[src/rtl/axis_rr_arbiter.sv]
// Two-input AXI-Stream round-robin packet arbiter with a single registered output stage.
// A grant is held for a whole packet; per-port packet counters count accepted tlast beats.
module axis_rr_arbiter #(
    parameter int DATA_WIDTH = 64,
    parameter int KEEP_WIDTH = 8,
    parameter int ID_WIDTH   = 8,
    parameter int DEST_WIDTH = 8,
    parameter int CNT_WIDTH  = 16
) (
    input  logic                  clk,
    input  logic                  rst,
    input  logic [DATA_WIDTH-1:0] s_axis_tdata_1,
    input  logic [KEEP_WIDTH-1:0] s_axis_tkeep_1,
    input  logic                  s_axis_tvalid_1,
    output logic                  s_axis_tready_1,
    input  logic                  s_axis_tlast_1,
    input  logic [ID_WIDTH-1:0]   s_axis_tid_1,
    input  logic [DEST_WIDTH-1:0] s_axis_tdest_1,
    input  logic [DATA_WIDTH-1:0] s_axis_tdata_2,
    input  logic [KEEP_WIDTH-1:0] s_axis_tkeep_2,
    input  logic                  s_axis_tvalid_2,
    output logic                  s_axis_tready_2,
    input  logic                  s_axis_tlast_2,
    input  logic [ID_WIDTH-1:0]   s_axis_tid_2,
    input  logic [DEST_WIDTH-1:0] s_axis_tdest_2,
    output logic [DATA_WIDTH-1:0] m_axis_tdata,
    output logic [KEEP_WIDTH-1:0] m_axis_tkeep,
    output logic                  m_axis_tvalid,
    input  logic                  m_axis_tready,
    output logic                  m_axis_tlast,
    output logic [ID_WIDTH-1:0]   m_axis_tid,
    output logic [DEST_WIDTH-1:0] m_axis_tdest,
    output logic [1:0]            grant,
    output logic [CNT_WIDTH-1:0]  pkt_cnt_1,
    output logic [CNT_WIDTH-1:0]  pkt_cnt_2
);

    typedef enum logic [1:0] {IDLE, GRANT1, GRANT2} state_t;

    state_t                r_state;
    state_t                w_state_next;
    logic                  r_last_grant2;  // 1 when port 2 owned the most recent packet
    logic [DATA_WIDTH-1:0] r_tdata;
    logic [KEEP_WIDTH-1:0] r_tkeep;
    logic                  r_tvalid;
    logic                  r_tlast;
    logic [ID_WIDTH-1:0]   r_tid;
    logic [DEST_WIDTH-1:0] r_tdest;
    logic [CNT_WIDTH-1:0]  r_cnt_1;
    logic [CNT_WIDTH-1:0]  r_cnt_2;

    logic w_out_free;
    logic w_acc_1;
    logic w_acc_2;
    logic w_done_1;
    logic w_done_2;

    // Gating with rst keeps upstream from seeing an accept on the reset edge.
    assign w_out_free      = !r_tvalid || m_axis_tready;
    assign s_axis_tready_1 = !rst && (r_state == GRANT1) && w_out_free;
    assign s_axis_tready_2 = !rst && (r_state == GRANT2) && w_out_free;
    assign w_acc_1         = s_axis_tvalid_1 && s_axis_tready_1;
    assign w_acc_2         = s_axis_tvalid_2 && s_axis_tready_2;
    assign w_done_1        = w_acc_1 && s_axis_tlast_1;
    assign w_done_2        = w_acc_2 && s_axis_tlast_2;

    // NOTE: every output of a combinational block gets a default first, so no path infers a latch.
    always_comb begin
        w_state_next = r_state;
        case (r_state)
            IDLE: begin
                if (s_axis_tvalid_1 && (!s_axis_tvalid_2 || r_last_grant2))
                    w_state_next = GRANT1;
                else if (s_axis_tvalid_2)
                    w_state_next = GRANT2;
            end
            GRANT1:  if (w_done_1) w_state_next = IDLE;
            GRANT2:  if (w_done_2) w_state_next = IDLE;
            default: w_state_next = IDLE;
        endcase
    end

    // NOTE: state is updated with non-blocking assignments so every flop samples pre-edge values.
    always_ff @(posedge clk) begin
        if (rst) begin
            r_state       <= IDLE;
            r_last_grant2 <= 1'b1;
            r_cnt_1       <= '0;
            r_cnt_2       <= '0;
        end else begin
            r_state <= w_state_next;
            if (w_done_1) begin
                r_last_grant2 <= 1'b0;
                r_cnt_1       <= r_cnt_1 + 1'b1;
            end
            if (w_done_2) begin
                r_last_grant2 <= 1'b1;
                r_cnt_2       <= r_cnt_2 + 1'b1;
            end
        end
    end

    // NOTE: payload registers are reset too, so a discarded beat never leaks out after reset.
    always_ff @(posedge clk) begin
        if (rst) begin
            r_tvalid <= 1'b0;
            r_tdata  <= '0;
            r_tkeep  <= '0;
            r_tlast  <= 1'b0;
            r_tid    <= '0;
            r_tdest  <= '0;
        end else if (w_acc_1) begin
            r_tvalid <= 1'b1;
            r_tdata  <= s_axis_tdata_1;
            r_tkeep  <= s_axis_tkeep_1;
            r_tlast  <= s_axis_tlast_1;
            r_tid    <= s_axis_tid_1;
            r_tdest  <= s_axis_tdest_1;
        end else if (w_acc_2) begin
            r_tvalid <= 1'b1;
            r_tdata  <= s_axis_tdata_2;
            r_tkeep  <= s_axis_tkeep_2;
            r_tlast  <= s_axis_tlast_2;
            r_tid    <= s_axis_tid_2;
            r_tdest  <= s_axis_tdest_2;
        end else if (m_axis_tready) begin
            r_tvalid <= 1'b0;
        end
    end

    assign m_axis_tvalid = r_tvalid;
    assign m_axis_tdata  = r_tdata;
    assign m_axis_tkeep  = r_tkeep;
    assign m_axis_tlast  = r_tlast;
    assign m_axis_tid    = r_tid;
    assign m_axis_tdest  = r_tdest;
    assign grant         = {r_state == GRANT2, r_state == GRANT1};
    assign pkt_cnt_1     = r_cnt_1;
    assign pkt_cnt_2     = r_cnt_2;

endmodule

[config.mk]
export PLATFORM = sky130hd
export DESIGN_NAME = axis_rr_arbiter
export DESIGN_NICKNAME = d
export VERILOG_FILES = /design/src/rtl/axis_rr_arbiter.sv
export SDC_FILE = /design/constraint.sdc
export NUM_CORES = 1
export LEC_CHECK = 0
export ABC_AREA = 1
export BUFFER_PORTS_ARGS = -buffer_cell sky130_fd_sc_hd__buf_2
export CAP_MARGIN = 20
export CORE_ASPECT_RATIO = 1.4
export CORE_MARGIN = 5
export CORE_UTILIZATION = 47
export CTS_CLUSTER_SIZE = 8
export DETAILED_ROUTE_END_ITERATION = 16
export PLACE_DENSITY_LB_ADDON = 0.3
export SYNTH_ARGS = -nofsm -noshare
export SYNTH_HDL_FRONTEND = slang
export SYNTH_SLANG_ARGS = --single-unit
[constraint.sdc]
create_clock -name clk -period 2.1 [get_ports clk]
set_clock_uncertainty 0.05 [all_clocks]
set_input_delay 0.105 -clock clk [delete_from_list [all_inputs] [get_ports clk]]
set_output_delay 0.105 -clock clk [all_outputs]
set_load 0.03 [all_outputs]
### Word-level counts from Yosys, hierarchy flattened

Index checks and enable logic that the tools add are counted.

* register bits after elaboration: 125
* latch bits: 0
* memory bits (writable): 0
* bits in read-only memories: 0
* output and inout bits: 126
* logic and storage cells: 54
* memories: 0

* $add $sub $neg: 2
* multiply operators: 0
* divide/modulo/power cells: 0
* magnitude comparators: 0
* equal/unequal tests: 5
* shift-type cells: 0
* muxes and demuxes: 18
* bitwise operators: 0
* reductions and logical operators: 19

Operators with widths (number)
* 64-bit two-way mux: 2
* 8-bit two-way mux: 6
* 16-bit by 1-bit adder with 16-bit output, second input constant: 2
* 1-bit logical AND: 9
* 2-bit two-way mux: 4
* 2-bit case mux with 3 select lines: 1
* 1-bit two-way mux: 5
* 2-bit by 1-bit != test with 1-bit output, second input constant: 2
* 1-bit logical NOT: 3
* 3-bit != test, second input constant: 1
* 3-bit AND reduction: 1
* 3-bit nonzero test: 1
* 2-bit by 1-bit equality test with 1-bit output, second input constant: 1
* 2-bit equality test, second input constant: 1
* 2-bit logical NOT: 1
* 1-bit logical OR: 2
* 2-bit nonzero test: 1
* 2-bit OR reduction: 1

### Longest topological paths before layout

Gate-level depths: netlist of run 1.

* depth in word-level cells: 7
* gate-level depth with buffers: 11

### Worst setup path before layout of run 1

OpenSTA, ideal clock, no wires.

* path type: register -> register
* from: register r_tvalid, in the netlist m_axis_tvalid
* to: register r_tdata[28], in the netlist m_axis_tdata[28]
* library setup time: 132 ps
* data arrival time: 1620 ps
* slack: 298 ps
* stages on the path, launching flop included: 11
* buffers on the path: 2
* path through: dfxtp_1 -> nand2_2 -> inv_1 -> nor3_4 -> nand2_2 -> nand2_4 -> inv_4 -> buf_4 -> buf_6 -> nand2_1 -> a21oi_1

* longest elaborated chain between the ends: 5

RTL lines
* from (decl): line 45 `logic r_tvalid;`
* from (signal assigned): line 106 `r_tvalid <= 1'b0;`
* from (signal assigned): line 113 `r_tvalid <= 1'b1;`
* from (signal assigned): line 120 `r_tvalid <= 1'b1;`
* 1-bit logical NOT: line 59 `assign w_out_free = !r_tvalid || m_axis_tready;`
* 1-bit logical OR: line 59
* 1-bit logical AND: line 61 `assign s_axis_tready_2 = !rst && (r_state == GRANT2) && w_out_free;`
* via s_axis_tready_2: line 22 `output logic s_axis_tready_2,`
* 1-bit logical AND: line 63 `assign w_acc_2 = s_axis_tvalid_2 && s_axis_tready_2;`
* 2-bit nonzero test (no line)
* to (signal assigned): line 114 `r_tdata <= s_axis_tdata_1;`
* to (signal assigned): line 121 `r_tdata <= s_axis_tdata_2;`
* to (decl): line 43 `logic [DATA_WIDTH-1:0] r_tdata;`

The timed path passes the listed nets, and every way through them passes these cells.
A chain may end at the register's enable or synchronous reset.

### Final worst setup path of run 1

* from: input rst
* to: register r_cnt_1[10], in the netlist pkt_cnt_1[10]

* longest elaborated chain between the ends: 5

RTL lines
* from (decl): line 11 `input logic rst,`
* 1-bit logical NOT: line 60 `assign s_axis_tready_1 = !rst && (r_state == GRANT1) && w_out_free;`
* 1-bit logical AND (2 in a row): line 60
* 1-bit logical AND: line 62 `assign w_acc_1 = s_axis_tvalid_1 && s_axis_tready_1;`
* 1-bit logical AND: line 64 `assign w_done_1 = w_acc_1 && s_axis_tlast_1;`
* to (signal assigned): line 94 `r_cnt_1 <= r_cnt_1 + 1'b1;`
* to (decl): line 49 `logic [CNT_WIDTH-1:0] r_cnt_1;`

Parallel ways exist; a longest one is shown, timed or not.

==> run metrics, run 1 <==
global-route track usage on met2=0.454; clock root buffer=clkbuf_16; Worst EP required=2.38 ns; critical path data arrival time=between 2 and 2.5 ns; grt met1 use=0.284; run status=finished, final reports clean; Leakage=about 0.0046 uW; routability-driven placement congestion ratio=between 0.8 and 0.9; final worst path period need=between 1.5 and 2 ns; Starting Density=0.478; CTS H-tree lvls=4; initial antenna violation count=3; CP max-delay cell=dlygate4sd3_1; post-route setup TNS=0 ns; DR WL/cell=14.0 um; largest stage delay on the critical path=~0.55 ns; vias in the first global route=about 7.1k; Hold Violations, Final=0; Multi-input gate area=3170 um^2; RSZ-0062 raised after global routing=false; I/O Buffers=approximately 310; max_cap viols=0; Sequential cell area=between 2000 and 3000 um^2; WS Path Type=in2reg; f_max=552 MHz; die area=16,100 um^2; total power=between 7000 and 8000 uW; max-slew violation count=0; clk sinks=125; Peak VDD IR=0.000478 V; core area=~13,000 um^2; final core utilization=0.687; commonest cells after routing, fill and taps aside=307 x buf_2, 279 x nand2_1, 125 x dfxtp_1; synth unique cells=30; crit path cell chain=dlygate4sd3_1 -> buf_4 -> nor2_4 -> nand4_1 -> inv_1 -> nand3_1 -> nand2_1 -> nand2_1 -> nor2_1; Clock Latency Late Sink=0.40 ns; TritonCTS Buffers=17; Row Count=50; most used cell, CP=nand2_1; Worst Path Buf+Inv=3; worst-case clock buffer depth=2; met3 Usage GRT=0.0625; Filler cells=~1.2k; DRC=0; IO Count=a little over 300; Clock transition at path regs=~0.060 ns; Yosys reg bits=125; detailed placer's ending HPWL=15.1 mm; sequential cell area fraction in the yosys report=0.391; YS warnings=0; crit start category=primary input; CP Capture Type=register; first-pass GRT wire length=33.3 mm; total track usage=0.260; # setup viols final=0; GRT overflow=0; most common cell after layout, fill and taps aside=buf_2; Post-CTS Resized=0; Cells after Synth=978; Netlist Area Pre-Place=6400 um^2; delay-heaviest family, CP=buffers and inverters; Worst-Margin Slew=0.564 ns; largest net degree at the start of global routing=77; First-pass DRT Iterations=5; CTS tree=built; Die W=approximately 110 um; fin crit share=0.862; ANT nets after route=0; busiest grt layer=met2; Hold WC Path Type=in2reg; vias per cell=4.85; Via Count=~7.3k; Slew Limit Headroom=0.622; drt initial violations=between 300 and 400; detailed-route wire length=21.2 mm; fin nets=1,497; area delta synth->final=43.8%; worst-path maximum fanout=18; Mean Syn Cell Area=6.54 um^2; layout cells sized above 1=0.300; Cell Pwr Density=approximately 760 nW/um^2; syn nets=roughly 1.2k; Die Ht=148 um
[power by group]
part / switching (uW) / internal [uW]
sequential: 74.7 / 2510
clock: 1090 / 1930
combinational: 889 / 533
total: 2050 / 4980
[synthesized netlist by cell type]
cell      number  area [um^2]
nor2_1        44          165
xor2_1         4         35.0
ha_1           2         25.0
buf_2         13         65.1
and3_1         1         6.26
inv_1        121          454
nand3_1      106          531
buf_4          2         15.0
buf_6          3         33.8
nand3b_1       2         15.0
dfxtp_1      125         2500
nand2_1      279         1050
inv_4          1         6.26
xnor2_1        2         17.5
clkbuf_1      36          135
nor2_4         1         11.3
a21oi_1      116          581
o21ai_0       13         65.1
nand3_4        1         17.5
nor3b_1        1         7.51
nor3_1         2         10.0
nand4_1        7         43.8
or2_2         36          225
clkinv_1       1         3.75
nand2_4        1         11.3
or2_1         11         68.8
nor3_4         1         16.3
inv_2          2         7.51
or2_0         41          257
nand2_2        3         18.8
[area by class of cell]
| class | count | share of cell area |
|---|---|---|
| Multi-Input combinational cell | 674 | 0.345 |
| Sequential cell | 125 | 0.272 |
| Timing Repair Buffer | 369 | 0.239 |
| Inverter | 125 | 0.0513 |
| Clock buffer | 19 | 0.0492 |
| Tap cell | 182 | 0.0247 |
| Clock inverter | 13 | 0.0179 |
| Antenna cell | 3 | 0.000816 |
[logic make-up (layout without fill, tap and decap cells)]
group	after synthesis	in the layout	share of synthesized area
AOI/OAI and AO/OA	129	129	0.101
buffers and inverters	179	526	0.113
and+or+nand+nor	537	537	0.383
adders and majority gates	2	2	0.00391
other	0	3	0
xor gates and xnor gates	6	6	0.00821
DFF	125	125	0.391
[layer usage]
layer,part of all wire,wire [um]
met1,0.37,7830
met2,0.52,10900
met3,0.070,1480
met4,0.045,945
met5,0,0
[path summary, 6_finish.rpt]
kind | start | end | slack, ns | cells after the start
min reg2reg | m_axis_tdata[44]$_SDFFE_PP0P_ | m_axis_tdata[44]$_SDFFE_PP0P_ | 0.41 | 2
max | rst | pkt_cnt_1[10]$_SDFFE_PP0P_ | 0.29 | 9
min | s_axis_tdata_1[32] | m_axis_tdata[32]$_SDFFE_PP0P_ | 0.01 | 4
max reg2reg | r_state[0]$_SDFFE_PP0P_ | m_axis_tdata[28]$_SDFFE_PP0P_ | 0.33 | 9
[timing repair]
item / 4_1_cts / 5_1_grt
endpoints found under the hold margin: 46 / 0
setup buffers: 0 / 0
hold buffers: 49 / 0
[through the flow]
stage          worst slack, ns  instance area, um^2  std cells  hold slack, ns
2_1_floorplan            0.298                 6400        978           0.295
3_3_place_gp             0.418                 8090       1426           0.398
3_5_place_dp             0.338                 8090       1426           0.402
4_1_cts                  0.310                 9190       1507        0.000338
5_1_grt                  0.105                 9200       1510          0.0136
6_report                 0.290                 9200       1510          0.0117
[sequential cells by signal, indices dropped and copies added, names as in the netlist]
register / flops
m_axis_tvalid: 1
m_axis_tlast: 1
m_axis_tdest: 8
pkt_cnt_1: 16
m_axis_tid: 8
m_axis_tkeep: 8
m_axis_tdata: 64
r_last_grant2: 1
pkt_cnt_2: 16
r_state: 2
[worst register-to-register path, stage by stage (launching register included)]
cell and delay, ns:
dfxtp_1 0.32, inv_2 0.07, nand2_1 0.14, nor3_4 0.22
nand2_2 0.08, nand2_4 0.25, inv_4 0.11, buf_4 0.22
nand2_1 0.09, a21oi_1 0.06
Power figures use the tool's default switching activity.
==> run 2: changes to the inputs <==
--- a/config.mk
+++ b/config.mk
@@ -12,3 +12,3 @@
 export CORE_MARGIN = 5
-export CORE_UTILIZATION = 47
+export CORE_UTILIZATION = 42
 export CTS_CLUSTER_SIZE = 8
==> constraint.sdc (replaced) <==
create_clock -name clk -period 1.6 [get_ports clk]
set_clock_uncertainty 0.05 [all_clocks]
set_input_delay 0.32 -clock clk [delete_from_list [all_inputs] [get_ports clk]]
set_output_delay 0.32 -clock clk [all_outputs]
set_load 0.03 [all_outputs]
==> run 2 against run 1 <==
Compared with the run above: the run now ends with negative setup slack left; clock power increased by 32%; final area is 3.0% higher; power increased by 35%; die area up 11%; register-to-register slack lost 0.36 ns; critical path depth did not move; core utilization shrank 5.5 points; global-route usage is 2.8 points lower; sequential share of layout area decreased by 0.65 points; critical path type is now reg2reg; critical endpoint is now m_axis_tdest[6]$_SDFFE_PP0P_.
==> run metrics, run 2 (synthesis results as in run 1) <==
Hold WC Path Type=in2reg; Via Count=7,427 (+1.4%); Multi-input gate area=3320 um^2 (+4.6%); # setup viols final=20 (+20); initial antenna violation count=3 (unchanged); max reg flops=64 (unchanged); largest net degree at the start of global routing=63 (-18%); critical path data arrival time=1.83 ns (-0.26 ns); routability-driven placement congestion ratio=0.871 (-2.3%); fin crit share=1.02; r2r endpoint=m_axis_tdest[6]$_SDFFE_PP0P_; RSZ-0062 raised after global routing=true; Cell Pwr Density=1000 nW/um^2 (+31%); failing checks=negative setup slack; die area=17,800 um^2 (+11%); Clk network pwr share=0.422 (-0.008); Clock transition at path regs=0.06 ns (about the same); detailed placer's ending HPWL=15.5 mm (+2.9%); Sequential cell area=2510 um^2 (+0.50%); DR WL/cell=14.8 um (+5.6%); Seq pwr share=0.359 (-0.009); Leakage=0.00475 uW (+3.4%); Layout Cells excl Fill=1,511 (+0.066%); ANT nets after route=0 (unchanged); first-pass GRT wire length=33.2 mm (-0.44%); Die Ht=156 um (+5.4%); f_max=613 MHz; IO Count=309 (unchanged); GRT overflow=0 (unchanged); worst hold slack=0.210 ns (+0.198 ns); WHS Endpoint=m_axis_tdata[1]$_SDFFE_PP0P_; Slew Limit Headroom=0.501 (-0.121); clock root buffer=clkbuf_16; run status=finished with violations; Hold Violations, Final=0 (unchanged); commonest cells after routing, fill and taps aside=304 x buf_2, 275 x nand2_1, 118 x inv_1; drt initial violations=418 (+9.4%); Placement Setup Slack=-0.108 ns (-0.447 ns); First-pass DRT Iterations=5 (unchanged); post-route setup TNS=-0.377 ns (-0.377 ns); FF-to-FF setup slack=-0.03 ns (-0.36 ns); switching fraction of total power=0.290 (-0.00153); crit start category=register; Net Sw Power=2750 uW (+34%); WS Path Type=reg2reg; vias in the first global route=6,948 (-1.8%); Row Count=53 (+6.0%); Filler cells=1,417 (+21%); TritonCTS Buffers=17 (unchanged); most common cell after layout, fill and taps aside=buf_2; detailed-route wire length=22.4 mm (+5.7%); Die W=114 um (+5.3%); FF-to-FF path depth=9 (unchanged); DRC=0 (unchanged); layout cells sized above 1=0.364 (+0.0641); vias per cell=4.92 (+1.3%); combinational power share=0.219 (+0.017); total power=9480 uW (+35%); I/O Buffers=308 (unchanged); fin nets=1,490 (-0.47%); CTS H-tree lvls=4 (unchanged); PnR worst setup slack=-0.0301 ns (-0.320 ns); placed insts=1,461 (+2.5%); hold_buf cts=0 (-100%); worst-case clock buffer depth=2 (unchanged); hold wc startpoint=s_axis_tdata_2[1]; final worst path period need=1.63 ns; hold depth=5 (+1); Peak VDD IR=0.000573 V (+20%); Worst-Margin Slew=0.749 ns (+0.185 ns); CP Capture Type=register; worst-path maximum fanout=10 (-8); Clock Latency Late Sink=0.40 ns (about the same); total track usage=0.232 (-0.0278); clk sinks=125 (unchanged); reg2reg start=r_state[1]$_SDFFE_PP0P_; CTS tree=built; Starting Density=0.427 (-0.0510); max-slew violation count=0 (unchanged); max_cap viols=0 (unchanged); Internal=6730 uW (+35%); Worst EP required=1.80 ns (-0.58 ns); area delta synth->final=48.1%; core area=15,000 um^2 (+12%)
run 2: changes by cell type in the layout (fill, tap and decap cells not counted), moves of 5 or more:
| cell | change |
|---|---|
| a21oi_1 | -11 |
| a21oi_2 | +11 |
| buf_4 | +24 |
| buf_6 | +8 |
| clkbuf_16 | +6 |
| dfxtp_1 | -8 |
| dfxtp_2 | +7 |
| dlygate4sd3_1 | -49 |
| nand3_1 | -7 |
| nand3_2 | +7 |
| nor2_1 | -5 |
| nor2_2 | +5 |
| or2_2 | -5 |
| or2_4 | +8 |
run 2: stage by stage:
step | area [um^2] | utilization
after floorplan | 6440 | -
after CTS | 9120 | 0.609
after global routing | 9470 | 0.632
final | 9470 | 0.632
after global placement | 8310 | 0.554
after detailed placement | 8310 | 0.554
run 2: power groups by stage:
| stage | registers [uW] | clock network, uW | logic [uW] |
|---|---|---|---|
| 2_1_floorplan | 3790 | 0 | 823 |
| 3_3_place_gp | 3460 | 0 | 1800 |
| 3_5_place_dp | 3460 | 0 | 1820 |
| 4_1_cts | 3400 | 4080 | 1950 |
| 5_1_grt | 3430 | 4220 | 2250 |
| 6_report | 3410 | 4000 | 2080 |
run 2: cell type report:
cell class	instances	area share
Antenna cell	2	0.000528
Multi-Input combinational cell	674	0.350
Timing Repair Buffer	362	0.244
Sequential cell	125	0.265
Clock inverter	12	0.0180
Clock buffer	19	0.0457
Inverter	125	0.0507
Tap cell	192	0.0254
run 2: worst max path at each step:
stage | startpoint | endpoint | slack (ns) | cells after the start
floorplan | m_axis_tvalid$_SDFFE_PP0P_ | m_axis_tdata[28]$_SDFFE_PP0P_ | -0.1 | 10
global route | r_state[1]$_SDFFE_PP0P_ | m_axis_tdata[60]$_SDFFE_PP0P_ | -0.11 | 9
finish | r_state[1]$_SDFFE_PP0P_ | m_axis_tdest[6]$_SDFFE_PP0P_ | -0.03 | 9
global placement | m_axis_tready | m_axis_tkeep[4]$_SDFFE_PP0P_ | -0.07 | 10
CTS | r_state[0]$_SDFFE_PP0P_ | s_axis_tready_2 | -0.04 | 4
detailed placement | m_axis_tready | m_axis_tdata[36]$_SDFFE_PP0P_ | -0.11 | 10
run 2: timing repair:
item / 4_1_cts / 5_1_grt
setup buffers: 3 / 4
gates resized for setup: 16 / 51
cloned: 4 / 6
pin swaps: 3 / 4
setup endpoints to repair: 83 / 108
run 2: critical path: stages (launching register included):
cell,delay [ns]
dfxtp_2,0.33
inv_2,0.07
nand2_4,0.06
nor2_4,0.12
nand3_4,0.11
buf_12,0.17
clkbuf_16,0.17
or2_2,0.27
nand3_1,0.07
a21oi_1,0.06
run 2: metal layers:
layer  global-route usage  share of wire  wire length, um  up-vias
met4               0.0990          0.030              678        2
li1                     -              -                -     3708
met5                    0        0.00031                7        -
met1                0.258           0.37             8310     3382
met2                0.408           0.52            11600      291
met3               0.0687          0.079             1770       44
